--- src/rtl/decode_queue_if.sv ---
// Handshake bundle between fetch, decode_queue and execute.
// The master modport is the pipeline side; the slave modport is the queue itself.
interface decode_queue_if #(
    parameter int DEPTH = 4
);
    localparam int CW = $clog2(DEPTH) + 1;

    logic          flush;
    logic          in_valid;
    logic          in_ready;
    logic [31:0]   in_inst;
    logic [31:0]   in_pc;
    logic          out_valid;
    logic          out_ready;
    logic [31:0]   out_inst;
    logic [31:0]   out_pc;
    logic [2:0]    out_class;
    logic          out_regwrite;
    logic [4:0]    out_wreg;
    logic          out_memen;
    logic          out_ex_ri;
    logic          out_ex_sys;
    logic          out_ex_bp;
    logic          out_eret;
    logic [CW-1:0] count;

    modport master (
        output flush, in_valid, in_inst, in_pc, out_ready,
        input  in_ready, out_valid, out_inst, out_pc, out_class, out_regwrite,
               out_wreg, out_memen, out_ex_ri, out_ex_sys, out_ex_bp, out_eret, count
    );

    modport slave (
        input  flush, in_valid, in_inst, in_pc, out_ready,
        output in_ready, out_valid, out_inst, out_pc, out_class, out_regwrite,
               out_wreg, out_memen, out_ex_ri, out_ex_sys, out_ex_bp, out_eret, count
    );
endinterface

--- src/rtl/decode_queue.sv ---
// Decoding instruction FIFO: classifies each fetched word on enqueue and
// presents the stored control bundle in order to the execute stage.
module decode_queue #(
    parameter int DEPTH   = 4,
    parameter bit EXT_MUL = 1'b0
) (
    input  logic          clk,
    input  logic          resetn,
    decode_queue_if.slave bus
);
    localparam int AW = $clog2(DEPTH);
    localparam int CW = AW + 1;

    typedef enum logic [2:0] {
        CLS_ALU    = 3'd0,
        CLS_LOAD   = 3'd1,
        CLS_STORE  = 3'd2,
        CLS_BRANCH = 3'd3,
        CLS_JUMP   = 3'd4,
        CLS_HILO   = 3'd5,
        CLS_CP0    = 3'd6,
        CLS_TRAP   = 3'd7
    } cls_e;

    typedef struct packed {
        logic [31:0] inst;
        logic [31:0] pc;
        cls_e        cls;
        logic        regwrite;
        logic [4:0]  wreg;
        logic        memen;
        logic        ex_ri;
        logic        ex_sys;
        logic        ex_bp;
        logic        eret;
    } entry_t;

    logic [5:0] op;
    logic [5:0] funct;
    logic [4:0] rs;
    logic [4:0] rt;
    logic [4:0] rd;
    logic [4:0] sa;

    assign op    = bus.in_inst[31:26];
    assign rs    = bus.in_inst[25:21];
    assign rt    = bus.in_inst[20:16];
    assign rd    = bus.in_inst[15:11];
    assign sa    = bus.in_inst[10:6];
    assign funct = bus.in_inst[5:0];

    cls_e       d_cls;
    logic       d_write;
    logic [4:0] d_wreg;
    logic       d_ri;
    logic       d_sys;
    logic       d_bp;
    logic       d_eret;

    always_comb begin
        d_cls   = CLS_ALU;
        d_write = 1'b0;
        d_wreg  = 5'd0;
        d_ri    = 1'b0;
        d_sys   = 1'b0;
        d_bp    = 1'b0;
        d_eret  = 1'b0;
        case (op)
            6'h00: begin
                case (funct)
                    6'h00, 6'h02, 6'h03, 6'h04, 6'h06, 6'h07,
                    6'h20, 6'h21, 6'h22, 6'h23, 6'h24, 6'h25,
                    6'h26, 6'h27, 6'h2a, 6'h2b: begin
                        d_write = 1'b1;
                        d_wreg  = rd;
                    end
                    6'h08: d_cls = CLS_JUMP;
                    6'h09: begin
                        d_cls   = CLS_JUMP;
                        d_write = 1'b1;
                        d_wreg  = rd;
                    end
                    6'h0c: begin
                        d_cls = CLS_TRAP;
                        d_sys = 1'b1;
                    end
                    6'h0d: begin
                        d_cls = CLS_TRAP;
                        d_bp  = 1'b1;
                    end
                    6'h10, 6'h12: begin
                        d_cls   = CLS_HILO;
                        d_write = 1'b1;
                        d_wreg  = rd;
                    end
                    6'h11, 6'h13, 6'h18, 6'h19, 6'h1a, 6'h1b: d_cls = CLS_HILO;
                    default: d_ri = 1'b1;
                endcase
            end
            6'h01: begin
                case (rt)
                    5'h00, 5'h01: d_cls = CLS_BRANCH;
                    5'h10, 5'h11: begin
                        d_cls   = CLS_BRANCH;
                        d_write = 1'b1;
                        d_wreg  = 5'd31;
                    end
                    default: d_ri = 1'b1;
                endcase
            end
            6'h02: d_cls = CLS_JUMP;
            6'h03: begin
                d_cls   = CLS_JUMP;
                d_write = 1'b1;
                d_wreg  = 5'd31;
            end
            6'h04, 6'h05, 6'h06, 6'h07: d_cls = CLS_BRANCH;
            6'h08, 6'h09, 6'h0a, 6'h0b, 6'h0c, 6'h0d, 6'h0e, 6'h0f: begin
                d_write = 1'b1;
                d_wreg  = rt;
            end
            // ERET is matched on the whole word before the MF/MT rs decode
            6'h10: begin
                if (bus.in_inst == 32'h4200_0018) begin
                    d_cls  = CLS_CP0;
                    d_eret = 1'b1;
                end else if (rs == 5'h00) begin
                    d_cls   = CLS_CP0;
                    d_write = 1'b1;
                    d_wreg  = rt;
                end else if (rs == 5'h04) begin
                    d_cls = CLS_CP0;
                end else begin
                    d_ri = 1'b1;
                end
            end
            6'h1c: begin
                if (EXT_MUL && funct == 6'h02 && sa == 5'd0) begin
                    d_write = 1'b1;
                    d_wreg  = rd;
                end else begin
                    d_ri = 1'b1;
                end
            end
            6'h20, 6'h21, 6'h23, 6'h24, 6'h25: begin
                d_cls   = CLS_LOAD;
                d_write = 1'b1;
                d_wreg  = rt;
            end
            6'h28, 6'h29, 6'h2b: d_cls = CLS_STORE;
            default: d_ri = 1'b1;
        endcase
        if (d_ri) begin
            d_cls = CLS_TRAP;
        end
    end

    entry_t d_entry;

    always_comb begin
        d_entry          = '0;
        d_entry.inst     = bus.in_inst;
        d_entry.pc       = bus.in_pc;
        d_entry.cls      = d_cls;
        d_entry.wreg     = d_wreg;
        d_entry.regwrite = d_write && (d_wreg != 5'd0) && !d_ri && !d_sys && !d_bp;
        d_entry.memen    = (d_cls == CLS_LOAD) || (d_cls == CLS_STORE);
        d_entry.ex_ri    = d_ri;
        d_entry.ex_sys   = d_sys;
        d_entry.ex_bp    = d_bp;
        d_entry.eret     = d_eret;
    end

    entry_t        mem [DEPTH];
    logic [AW-1:0] rd_ptr;
    logic [AW-1:0] wr_ptr;
    logic [CW-1:0] count_q;
    logic          enq;
    logic          deq;

    // in_ready already excludes flush, so only the dequeue needs gating
    assign enq = bus.in_valid && bus.in_ready;
    assign deq = (count_q != '0) && bus.out_ready && !bus.flush;

    always_ff @(posedge clk or negedge resetn) begin
        if (!resetn) begin
            rd_ptr  <= '0;
            wr_ptr  <= '0;
            count_q <= '0;
            for (int i = 0; i < DEPTH; i++) begin
                mem[i] <= '0;
            end
        end else if (bus.flush) begin
            rd_ptr  <= '0;
            wr_ptr  <= '0;
            count_q <= '0;
        end else begin
            if (enq) begin
                mem[wr_ptr] <= d_entry;
                wr_ptr      <= wr_ptr + AW'(1);
            end
            if (deq) begin
                rd_ptr <= rd_ptr + AW'(1);
            end
            count_q <= count_q + CW'(enq) - CW'(deq);
        end
    end

    entry_t head;
    assign head = mem[rd_ptr];

    assign bus.in_ready     = (count_q < CW'(DEPTH)) && !bus.flush;
    assign bus.out_valid    = (count_q != '0);
    assign bus.count        = count_q;
    assign bus.out_inst     = head.inst;
    assign bus.out_pc       = head.pc;
    assign bus.out_class    = head.cls;
    assign bus.out_regwrite = head.regwrite;
    assign bus.out_wreg     = head.wreg;
    assign bus.out_memen    = head.memen;
    assign bus.out_ex_ri    = head.ex_ri;
    assign bus.out_ex_sys   = head.ex_sys;
    assign bus.out_ex_bp    = head.ex_bp;
    assign bus.out_eret     = head.eret;
endmodule

--- src/flat_wrapper.sv ---
// flat-port wrapper written by rule: the top's interface ports become plain ports
module decode_queue_flat 
#(
    parameter int DEPTH   = 4,
    parameter bit EXT_MUL = 1'b0
)
  (clk, resetn, bus_flush, bus_in_valid, bus_in_inst, bus_in_pc, bus_out_ready, bus_in_ready, bus_out_valid, bus_out_inst, bus_out_pc, bus_out_class, bus_out_regwrite, bus_out_wreg, bus_out_memen, bus_out_ex_ri, bus_out_ex_sys, bus_out_ex_bp, bus_out_eret, bus_count);
  decode_queue_if #(.DEPTH(DEPTH)) bus_i ();
  input  logic clk;
  input  logic resetn;
  input wire logic [$bits(bus_i.flush)-1:0] bus_flush;
  input wire logic [$bits(bus_i.in_valid)-1:0] bus_in_valid;
  input wire logic [$bits(bus_i.in_inst)-1:0] bus_in_inst;
  input wire logic [$bits(bus_i.in_pc)-1:0] bus_in_pc;
  input wire logic [$bits(bus_i.out_ready)-1:0] bus_out_ready;
  output wire logic [$bits(bus_i.in_ready)-1:0] bus_in_ready;
  output wire logic [$bits(bus_i.out_valid)-1:0] bus_out_valid;
  output wire logic [$bits(bus_i.out_inst)-1:0] bus_out_inst;
  output wire logic [$bits(bus_i.out_pc)-1:0] bus_out_pc;
  output wire logic [$bits(bus_i.out_class)-1:0] bus_out_class;
  output wire logic [$bits(bus_i.out_regwrite)-1:0] bus_out_regwrite;
  output wire logic [$bits(bus_i.out_wreg)-1:0] bus_out_wreg;
  output wire logic [$bits(bus_i.out_memen)-1:0] bus_out_memen;
  output wire logic [$bits(bus_i.out_ex_ri)-1:0] bus_out_ex_ri;
  output wire logic [$bits(bus_i.out_ex_sys)-1:0] bus_out_ex_sys;
  output wire logic [$bits(bus_i.out_ex_bp)-1:0] bus_out_ex_bp;
  output wire logic [$bits(bus_i.out_eret)-1:0] bus_out_eret;
  output wire logic [$bits(bus_i.count)-1:0] bus_count;
  assign bus_i.flush = bus_flush;
  assign bus_i.in_valid = bus_in_valid;
  assign bus_i.in_inst = bus_in_inst;
  assign bus_i.in_pc = bus_in_pc;
  assign bus_i.out_ready = bus_out_ready;
  assign bus_in_ready = bus_i.in_ready;
  assign bus_out_valid = bus_i.out_valid;
  assign bus_out_inst = bus_i.out_inst;
  assign bus_out_pc = bus_i.out_pc;
  assign bus_out_class = bus_i.out_class;
  assign bus_out_regwrite = bus_i.out_regwrite;
  assign bus_out_wreg = bus_i.out_wreg;
  assign bus_out_memen = bus_i.out_memen;
  assign bus_out_ex_ri = bus_i.out_ex_ri;
  assign bus_out_ex_sys = bus_i.out_ex_sys;
  assign bus_out_ex_bp = bus_i.out_ex_bp;
  assign bus_out_eret = bus_i.out_eret;
  assign bus_count = bus_i.count;
  decode_queue #(.DEPTH(DEPTH), .EXT_MUL(EXT_MUL)) u_core (.clk(clk), .resetn(resetn), .bus(bus_i));
endmodule
--- config.mk ---
export PLATFORM = sky130hd
export DESIGN_NAME = decode_queue_flat
export DESIGN_NICKNAME = d
export VERILOG_FILES = /design/src/rtl/decode_queue_if.sv /design/src/rtl/decode_queue.sv /design/src/flat_wrapper.sv
export SDC_FILE = /design/constraint.sdc
export NUM_CORES = 1
export LEC_CHECK = 0
export CAP_MARGIN = 20
export CORE_MARGIN = 3
export CORE_UTILIZATION = 50
export DETAILED_ROUTE_END_ITERATION = 6
export GPL_ROUTABILITY_DRIVEN = 0
export GPL_TIMING_DRIVEN = 0
export PLACE_DENSITY = 0.7
export SLEW_MARGIN = 20
export SYNTH_ARGS = -nofsm -noshare
export SYNTH_HDL_FRONTEND = slang
export SYNTH_SLANG_ARGS = --single-unit
--- constraint.sdc ---
create_clock -name clk -period 6.8 [get_ports clk]
set_clock_uncertainty 0.05 [all_clocks]
set_input_delay 1.7 -clock clk [delete_from_list [all_inputs] [get_ports clk]]
set_output_delay 1.7 -clock clk [all_outputs]
set_load 0.02 [all_outputs]
=== After elaboration in Yosys (flattened, before gate mapping) ===
Cells that the tools add are included.

* Flip-flop bits (word level): 319
* Output and inout port bits: 83

* $add $sub $neg: 4
* Order comparisons: 4
* Eq/ne operators: 58
* Multiplexer cells: 40
* Bitwise operators: 3
* Reductions and logical operators: 37

{| class="wikitable"
|+ Operators with widths
! kind !! number
|-
| 312-bit bitwise mux || 1
|-
| 78-bit two-way mux || 3
|-
| 78-bit binary-select mux with 2-bit select || 1
|-
| 78-bit demux with 2-bit select || 1
|-
| 6-bit equality test, second input constant || 18
|-
| 6-bit by 4-bit equality test with 1-bit output, second input constant || 12
|-
| 6-bit by 5-bit equality test with 1-bit output, second input constant || 9
|-
| 6-bit by 3-bit equality test with 1-bit output, second input constant || 7
|-
| 32-bit by 31-bit equality test with 1-bit output, second input constant || 1
|-
| 28-bit OR reduction || 1
|-
| 5-bit case mux with 5 select lines || 1
|-
| 6-bit by 2-bit equality test with 1-bit output, second input constant || 4
|-
| 22-bit OR reduction || 1
|-
| 3-bit case mux with 7 select lines || 1
|-
| 5-bit two-way mux || 4
|-
| 19-bit OR reduction || 1
|-
| 1-bit two-way mux || 15
|-
| 3-bit two-way mux || 5
|-
| 14-bit OR reduction || 1
|-
| 13-bit OR reduction || 1
|-
| 6-bit zero test || 2
|-
| 5-bit equality test, second input constant || 2
|-
| 5-bit zero test || 2
|-
| 2-bit two-way mux || 5
|-
| 27 further kinds || 47
|}

=== Longest topological paths before layout ===
* Word-level depth: 10
* Gate-level depth with buffers: 10

=== Worst setup path after synthesis ===
No wires, ideal clock.

* Path type: input to output
* Start: input port bus_flush
* End: output port bus_in_ready
* Arrival: 2.156 ns
* Setup slack: 2.894 ns
* Cell stages on the path: 2
* Cells stage by stage: buf_2 > nor2_1

* Word-level cells in the longest chain between the ends: 2

{| class="wikitable"
|+ Ends and longest elaborated chain
! what !! line !! text
|-
| start, declared || flat_wrapper.sv:11 || <nowiki>input wire logic [$bits(bus_i.flush)-1:0] bus_flush;</nowiki>
|-
| 1-bit zero test || decode_queue.sv:212 || <nowiki>assign bus.in_ready = (count_q < CW'(DEPTH)) && !bus.flush;</nowiki>
|-
| 1-bit logical AND || decode_queue.sv:212 ||
|-
| end, declared || flat_wrapper.sv:16 || <nowiki>output wire logic [$bits(bus_i.in_ready)-1:0] bus_in_ready;</nowiki>
|}

No other way between the ends.

=== Worst setup path in the final report ===
* Start: register u_core.rd_ptr[1]
* End: output port bus_out_inst[21]

* Word-level cells in the longest chain between the ends: 4

{| class="wikitable"
|+ Ends and longest elaborated chain
! what !! line !! text
|-
| start, declared || decode_queue.sv:175 || <nowiki>logic [AW-1:0] rd_ptr;</nowiki>
|-
| start signal, assigned || decode_queue.sv:203 || <nowiki>rd_ptr <= rd_ptr + AW'(1);</nowiki>
|-
| 2-bit NOT with 3-bit output (implied by the code) || decode_queue.sv:210 || <nowiki>assign head = mem[rd_ptr];</nowiki>
|-
| 78-bit binary-select mux with 2-bit select || decode_queue.sv:210 ||
|-
| 78-bit two-way mux (implied by the code) (2 in series) || decode_queue.sv:210 ||
|-
| end, declared || flat_wrapper.sv:18 || <nowiki>output wire logic [$bits(bus_i.out_inst)-1:0] bus_out_inst;</nowiki>
|}

No other way between the ends. The select of a mux whose other input is x is not followed.

==> flow_summary.ini <==
[synth]
yosys.area.top_type_share = 0.555
ys_top_cells_by_area = dfrtp_1 (55%), nand2_1 (21%), mux4_2 (12%)
synth_edf_count = 0
synth_fp_nets = 1567
synthCells = 1491
syn-cell-area_um2 = 14400
ys_ff_latch = 319
avgSynthCellArea_um2 = 9.65
yosysMostFrequentCell = nand2_1
async_flop_share = 1.00
ys_top_cells_by_count = nand2_1 (791), dfrtp_1 (319), mux4_2 (78), nor2_1 (52), buf_2 (48)
synthDistinctLibCells = 47
yosysWarningCount = 0
yosysSeqAreaShare = 0.555
ys.flop_type = dfrtp_1
yosysTopAreaCell = dfrtp_1

[floorplanning]
fp.dieArea_um2 = 30900
fp.dieW_um = 176
rows = 61
die_y_um = 176
start_util = 0.512
boundaryPins = 152
coreArea_um2 = 28100

[power_and_ir_drop]
p_int_mw = 5.25
cellPowerDensity_nw_per_um2 = 453
switchingPower_mw = 2.67
power_mw = 7.92
clkPwrFrac = 0.230
pwr-share-comb = 0.375
p_sw_frac = 0.337
p_leak_nw = 8.50
p_seq_frac = 0.395
ir_drop_uv = 312

[clock_tree]
cts_made_buffers = 34
cts_hold_buf = 0
clock-sinks = 319
clk_transition_reported_paths_ns = 0.06
cts_tree = built
cts_setup_buffers = 0
clock-root-buffer = clkbuf_16
clockBufferDepth = 3
cts_resized = 0
h-tree-depth = 2
clk_latency_ns = 0.50

[finish]
diodes = 0
fin_nets = 1750
drive_gt1_frac = 0.115
syn2layout_area_growth_pct = 21.6
instances_no_fill = 2072

[critical_path]
reg2reg_slack_ns = 4.25
r2r.worst_path.cells = 10
crit_required_ns = 5.05
cpMostUsedCell = clkbuf_1
critPathKind = register to output pin
critical_path_arrival_ns = 3.18
cp_max_fo = 10
critPathMaxStageDelay_ns = 0.61
endpoint_kind = output pin
timing.rr.start = u_core.bus.count[1]$_DFF_PN0_
startpoint_type = register
crit_slowest_cell = clkbuf_1
r2r-end = u_core.bus.count[2]$_DFF_PN0_
crit_chain = clkbuf_1, clkbuf_1, buf_2, mux4_2, clkdlybuf4s50_1

[route]
dr.pass1.iters = 5
num_vias = 11432
drtIter0Drc = 933
routed_wl_mm = 39.2
ant_nets = 0
drcViolationCount = 0
routedWlPerCell_um = 18.9
via_per_inst = 5.52

[timing]
report.final.setup_viol = 0
relSlewSlack = 0.477
fin_crit_ns = 4.93
post-route-period-util = 0.726
clock.fmax_mhz = 203
worst_pin_slew_ns = 0.784
tns_ns = 0
setup_slack_ns = 1.87
slew_viol_final = 0
rsz0062_at_grt = no
hold_viol = 0

[global_route]
grtUsageTotal = 0.259
grt_overflow = 0
grt_max_degree = 92
antenna_found_initial = 2
grt_pass1_vias = 11561
grt_pass1_wl_mm = 63.2

[place]
post-place-ws_ns = 2.45
hpwl_mm = 26.2
post-place-cells = 2016
port_buffers = 144

[flow_run]
maxCapViolations = 0

[worst_hold_path]
holdPathStages = 2
holdCritPathClass = register to register
min_from = u_core.mem[148]$_DFFE_PN0P_
holdPathEnd = u_core.mem[148]$_DFFE_PN0P_

[status]
status = complete, no violations
-- layout make-up --
class                   count  area, µm²
well taps                 378        473
repair buffers            147       1530
flip-flops and latches    319       7980
fillers                  2404      10600
clock inverters             3       15.0
inverters                   8       30.0
multi-input cells        1065       5920
clock buffers              53       1090
plain buffers              99        454
-- metrics by stage --
stage | hold WS [ns] | area [µm²] | util
floorplan | 0.390 | 14400 | -
global placement | 0.402 | 16300 | 0.581
finish | 0.419 | 17500 | 0.623
CTS | 0.422 | 17500 | 0.623
global route | 0.439 | 17500 | 0.623
detailed placement | 0.408 | 16400 | 0.584
-- cells by family after synthesis --
logic type	Yosys count	share of synthesized area
simple gates	884	0.242
flops	319	0.555
buf+inv	107	0.0336
compound gates	91	0.0383
mux	78	0.122
fa+ha+maj	7	0.00661
xor+xnor	5	0.00304
-- flip-flops by register name, indices dropped and copies added, names as in the netlist --
register and cells:
u_core.rd_ptr 2, u_core.wr_ptr 2, u_core.mem 312, u_core.bus.count 3
-- how the worst max path moves through the flow --
| stage | start | to | slack (ns) | cells past startpoint |
|---|---|---|---|---|
| floorplan | bus_flush | bus_in_ready | 2.89 | 2 |
| global placement | resetn | u_core.mem[132]$_DFFE_PN0P_ | -9.98 | 1 |
| detailed placement | bus_flush | bus_in_ready | 2.45 | 3 |
| CTS | u_core.rd_ptr[1]$_DFFE_PN0P_ | bus_out_inst[21] | 1.90 | 5 |
| global route | u_core.rd_ptr[1]$_DFFE_PN0P_ | bus_out_inst[15] | 1.76 | 5 |
| finish | u_core.rd_ptr[1]$_DFFE_PN0P_ | bus_out_inst[21] | 1.87 | 5 |
-- placed cells by master (no fill, tap or decap), drive strengths merged, types with 6 or more instances in the layout --
cell type and count:
nand2 791, dfrtp 319, clkdlybuf4s50 143, clkbuf 93
mux4 78, buf 63, nor2 52, o21ai 37
a21oi 23, a31oi 15, inv 8, nor2b 7
ha 6
-- power groups by stage --
stage / clock network, mW / logic [mW] / registers (mW)
after floorplan: 0 / 1.89 / 3.02
after global placement: 0 / 2.91 / 3.12
after detailed placement: 0 / 2.98 / 3.14
after CTS: 1.85 / 3.00 / 3.12
after global routing: 1.93 / 3.25 / 3.22
final: 1.82 / 2.97 / 3.13
-- critical path: cells and delay by family, from the launching register on --
kind	cells	cell delay [ns]
buffers and inverters	4	1.96
DFF	1	0.32
muxes	1	0.39
-- per-layer routing --
| metal | global-route usage | routed length, µm |
|---|---|---|
| met5 | 0 | 29 |
| met4 | 0.0795 | 979 |
| met2 | 0.412 | 18600 |
| met1 | 0.369 | 16900 |
| met3 | 0.0435 | 2580 |
Note: power is estimated with default switching activity, not from simulation.
==> RTL edit, RTL diff (config.mk and constraints unchanged) <==
`DEPTH` is set to 4 in 3 places; all go to 2.
--- a/src/rtl/decode_queue_if.sv
+++ b/src/rtl/decode_queue_if.sv
@@ -1,7 +1,7 @@
 // Handshake bundle between fetch, decode_queue and execute.
 // The master modport is the pipeline side; the slave modport is the queue itself.
 interface decode_queue_if #(
-    parameter int DEPTH = 4
+    parameter int DEPTH = 2
 );
     localparam int CW = $clog2(DEPTH) + 1;
 
--- a/src/rtl/decode_queue.sv
+++ b/src/rtl/decode_queue.sv
@@ -1,7 +1,7 @@
 // Decoding instruction FIFO: classifies each fetched word on enqueue and
 // presents the stored control bundle in order to the execute stage.
 module decode_queue #(
-    parameter int DEPTH   = 4,
+    parameter int DEPTH   = 2,
     parameter bit EXT_MUL = 1'b0
 ) (
     input  logic          clk,
--- a/src/flat_wrapper.sv
+++ b/src/flat_wrapper.sv
@@ -1,7 +1,7 @@
 // flat-port wrapper written by rule: the top's interface ports become plain ports
 module decode_queue_flat 
 #(
-    parameter int DEPTH   = 4,
+    parameter int DEPTH   = 2,
     parameter bit EXT_MUL = 1'b0
 )
   (clk, resetn, bus_flush, bus_in_valid, bus_in_inst, bus_in_pc, bus_out_ready, bus_in_ready, bus_out_valid, bus_out_inst, bus_out_pc, bus_out_class, bus_out_regwrite, bus_out_wreg, bus_out_memen, bus_out_ex_ri, bus_out_ex_sys, bus_out_ex_bp, bus_out_eret, bus_count);
Interface: changed (resized bus_count); port bits go from 152 to 151. The function was not compared with the original's and may differ.
==> RTL edit against the unedited design <==
- total power decreased by 48%
- synthesized cell count fell by 44%
- routed wire length down 47%
- maximum frequency up 0.14%
- hold slack worse by 0.0017 ns
- non-clock buffer count down 47
- worst setup slack better by 0.0067 ns
- design area fell by 44%
- synthesized area is 47% lower
- sequential cell count decreased by 159
- critical path depth is the same
==> RTL edit: results (changes against the unedited design) <==
number of flip-flops in the largest register 156 (-50%); Worst-Skew Late Latency 0.42 ns (-0.08 ns); FF-to-FF setup slack 4.58 ns (+0.33 ns); IO Port Bufs 146 (+1.4%); DR iter-0 viols 424 (-55%); global-route wire length before repair 33000 microns (-48%); n_diodes 0 (unchanged); Slew Limit Headroom 48.1% (+0.37 points); number of global-route vias before repair 6376 (-45%); vias per cell 5.33 (-3.3%); post-synthesis sequential area ratio 52.9% (-2.5 points); CP top delay family buffers and inverters; Max VDD drop 243 uV (-22%); HPWL Detailed 14300 microns (-45%); CP Data Arrival Time 3.18 ns (about the same); critical-path maximum fanout 10 (unchanged); Clk Tree Root Cell clkbuf_16; Post-Syn Nets 907 (-42%); fillers 1244 (-48%); CP max stage delay ~0.62 ns; Leakage 4.65 nW (-45%); Num CTS Buffers 17 (-50%); initial antenna violation count 0 (-2); postcts setup bufs 0 (unchanged); top cells by area, synth dfrtp_1 (53%), nand2_1 (18%), mux2_2 (12%), clkbuf_1 (1.9%), nor2_1 (1.8%); status complete, no violations; crit path from u_core.rd_ptr$_DFFE_PN0P_; Nets 1073 (-39%); largest net degree at the start of global routing 87 (-5.4%); distinct cell type count after synthesis 50 (+6.4%); Synth top area share 52.9% (-2.5 points); Tot GR Track Use 25.5% (-0.36 points); Top reg by flops u_core.mem; CTS H-tree depth 4 (+2); Hold WC Path Type flip-flop to flip-flop; synth cell count leaders nand2_1 (372), dfrtp_1 (160), mux2_2 (78), clkbuf_1 (38), nor2_1 (36); clk slew on worst S/H paths 0.06 ns (about the same); CP endpoint bus_out_inst[23]; slowest CP cell buf_1; Yosys warning count 0 (unchanged); Routed wire per std cell 17.2 microns (-9.2%); Resize count post-CTS 0 (unchanged); TritonRoute pass-1 iters 6 (+1); reg-to-reg endpoint u_core.mem[124]$_DFFE_PN0P_; layout cells sized above 1 13.5% (+2.0 points); R2R depth 7 (-3); clk buf depth 2 (-1)
-- RTL edit: cell types whose count changed after synthesis, moves of 5 or more --
cell      unedited run  this run
nand2_1            791       372
dfrtp_1            319       160
mux2_2               0        78
mux4_2              78         0
buf_2               48        12
nor2_1              52        36
o21ai_0             32        20
a21oi_1             23        16
buf_1                7         1
a221oi_1             5         0
-- RTL edit: power by group --
group          internal (W)  total (W)  switching [W]
combinational      0.000776    0.00160       0.000827
clock              0.000560   0.000952       0.000392
sequential          0.00134    0.00154       0.000197
total               0.00268    0.00409        0.00142
-- RTL edit: worst min-delay path by stage --
stage	from	endpoint	slack, ns	depth (start not counted)
detailed placement	u_core.mem[76]$_DFFE_PN0P_	u_core.mem[76]$_DFFE_PN0P_	0.41	2
floorplan	u_core.mem[14]$_DFFE_PN0P_	u_core.mem[14]$_DFFE_PN0P_	0.39	2
CTS	u_core.mem[76]$_DFFE_PN0P_	u_core.mem[76]$_DFFE_PN0P_	0.42	2
global route	u_core.mem[134]$_DFFE_PN0P_	u_core.mem[134]$_DFFE_PN0P_	0.44	2
finish	u_core.mem[40]$_DFFE_PN0P_	u_core.mem[40]$_DFFE_PN0P_	0.42	2
global placement	u_core.mem[56]$_DFFE_PN0P_	u_core.mem[56]$_DFFE_PN0P_	0.40	2
-- RTL edit: final cells by class --
| class | count | area, sq um | area share (%) |
|---|---|---|---|
| multi-input combinational | 615 | 3310 | 33.5 |
| clock inverter | 13 | 138 | 1.39 |
| inverter | 9 | 33.8 | 0.342 |
| buffer | 52 | 218 | 2.20 |
| sequential | 160 | 4000 | 40.5 |
| timing repair buffer | 147 | 1490 | 15.1 |
| clock buffer | 19 | 453 | 4.58 |
| tap | 184 | 230 | 2.33 |
-- RTL edit: per-layer routing --
metal	vias to the layer above	wire (microns)	GRT usage, %
li1	3075	-	-
met1	3082	9410	36.2
met2	213	9670	39.6
met3	25	1220	5.98
met4	0	277	6.79
met5	-	0	0
-- RTL edit: through the flow --
step	cell area, sq um	std cells	setup slack (ns)	TNS, ns
finish	9880	1199	1.87	0
global route	9880	1199	1.71	0
CTS	9880	1199	1.79	0
detailed placement	9290	1167	2.03	0
global placement	9260	1166	-2.61	-416.06
floorplan	7560	836	3.06	0
-- RTL edit: kinds of logic after synthesis --
| logic type | Yosys count | share of synthesized area [%] |
|---|---|---|
| buf+inv | 61 | 3.32 |
| simple gates | 455 | 24.6 |
| mux | 78 | 11.6 |
| fa+ha+maj | 2 | 0.331 |
| xor+xnor | 4 | 0.463 |
| flops | 160 | 52.9 |
| compound gates | 76 | 6.72 |
-- RTL edit: worst min-delay path, stage by stage, from the launching register on --
cell	delay (ns)
dfrtp_1	0.34
nand2_1	0.05
nand2_1	0.05
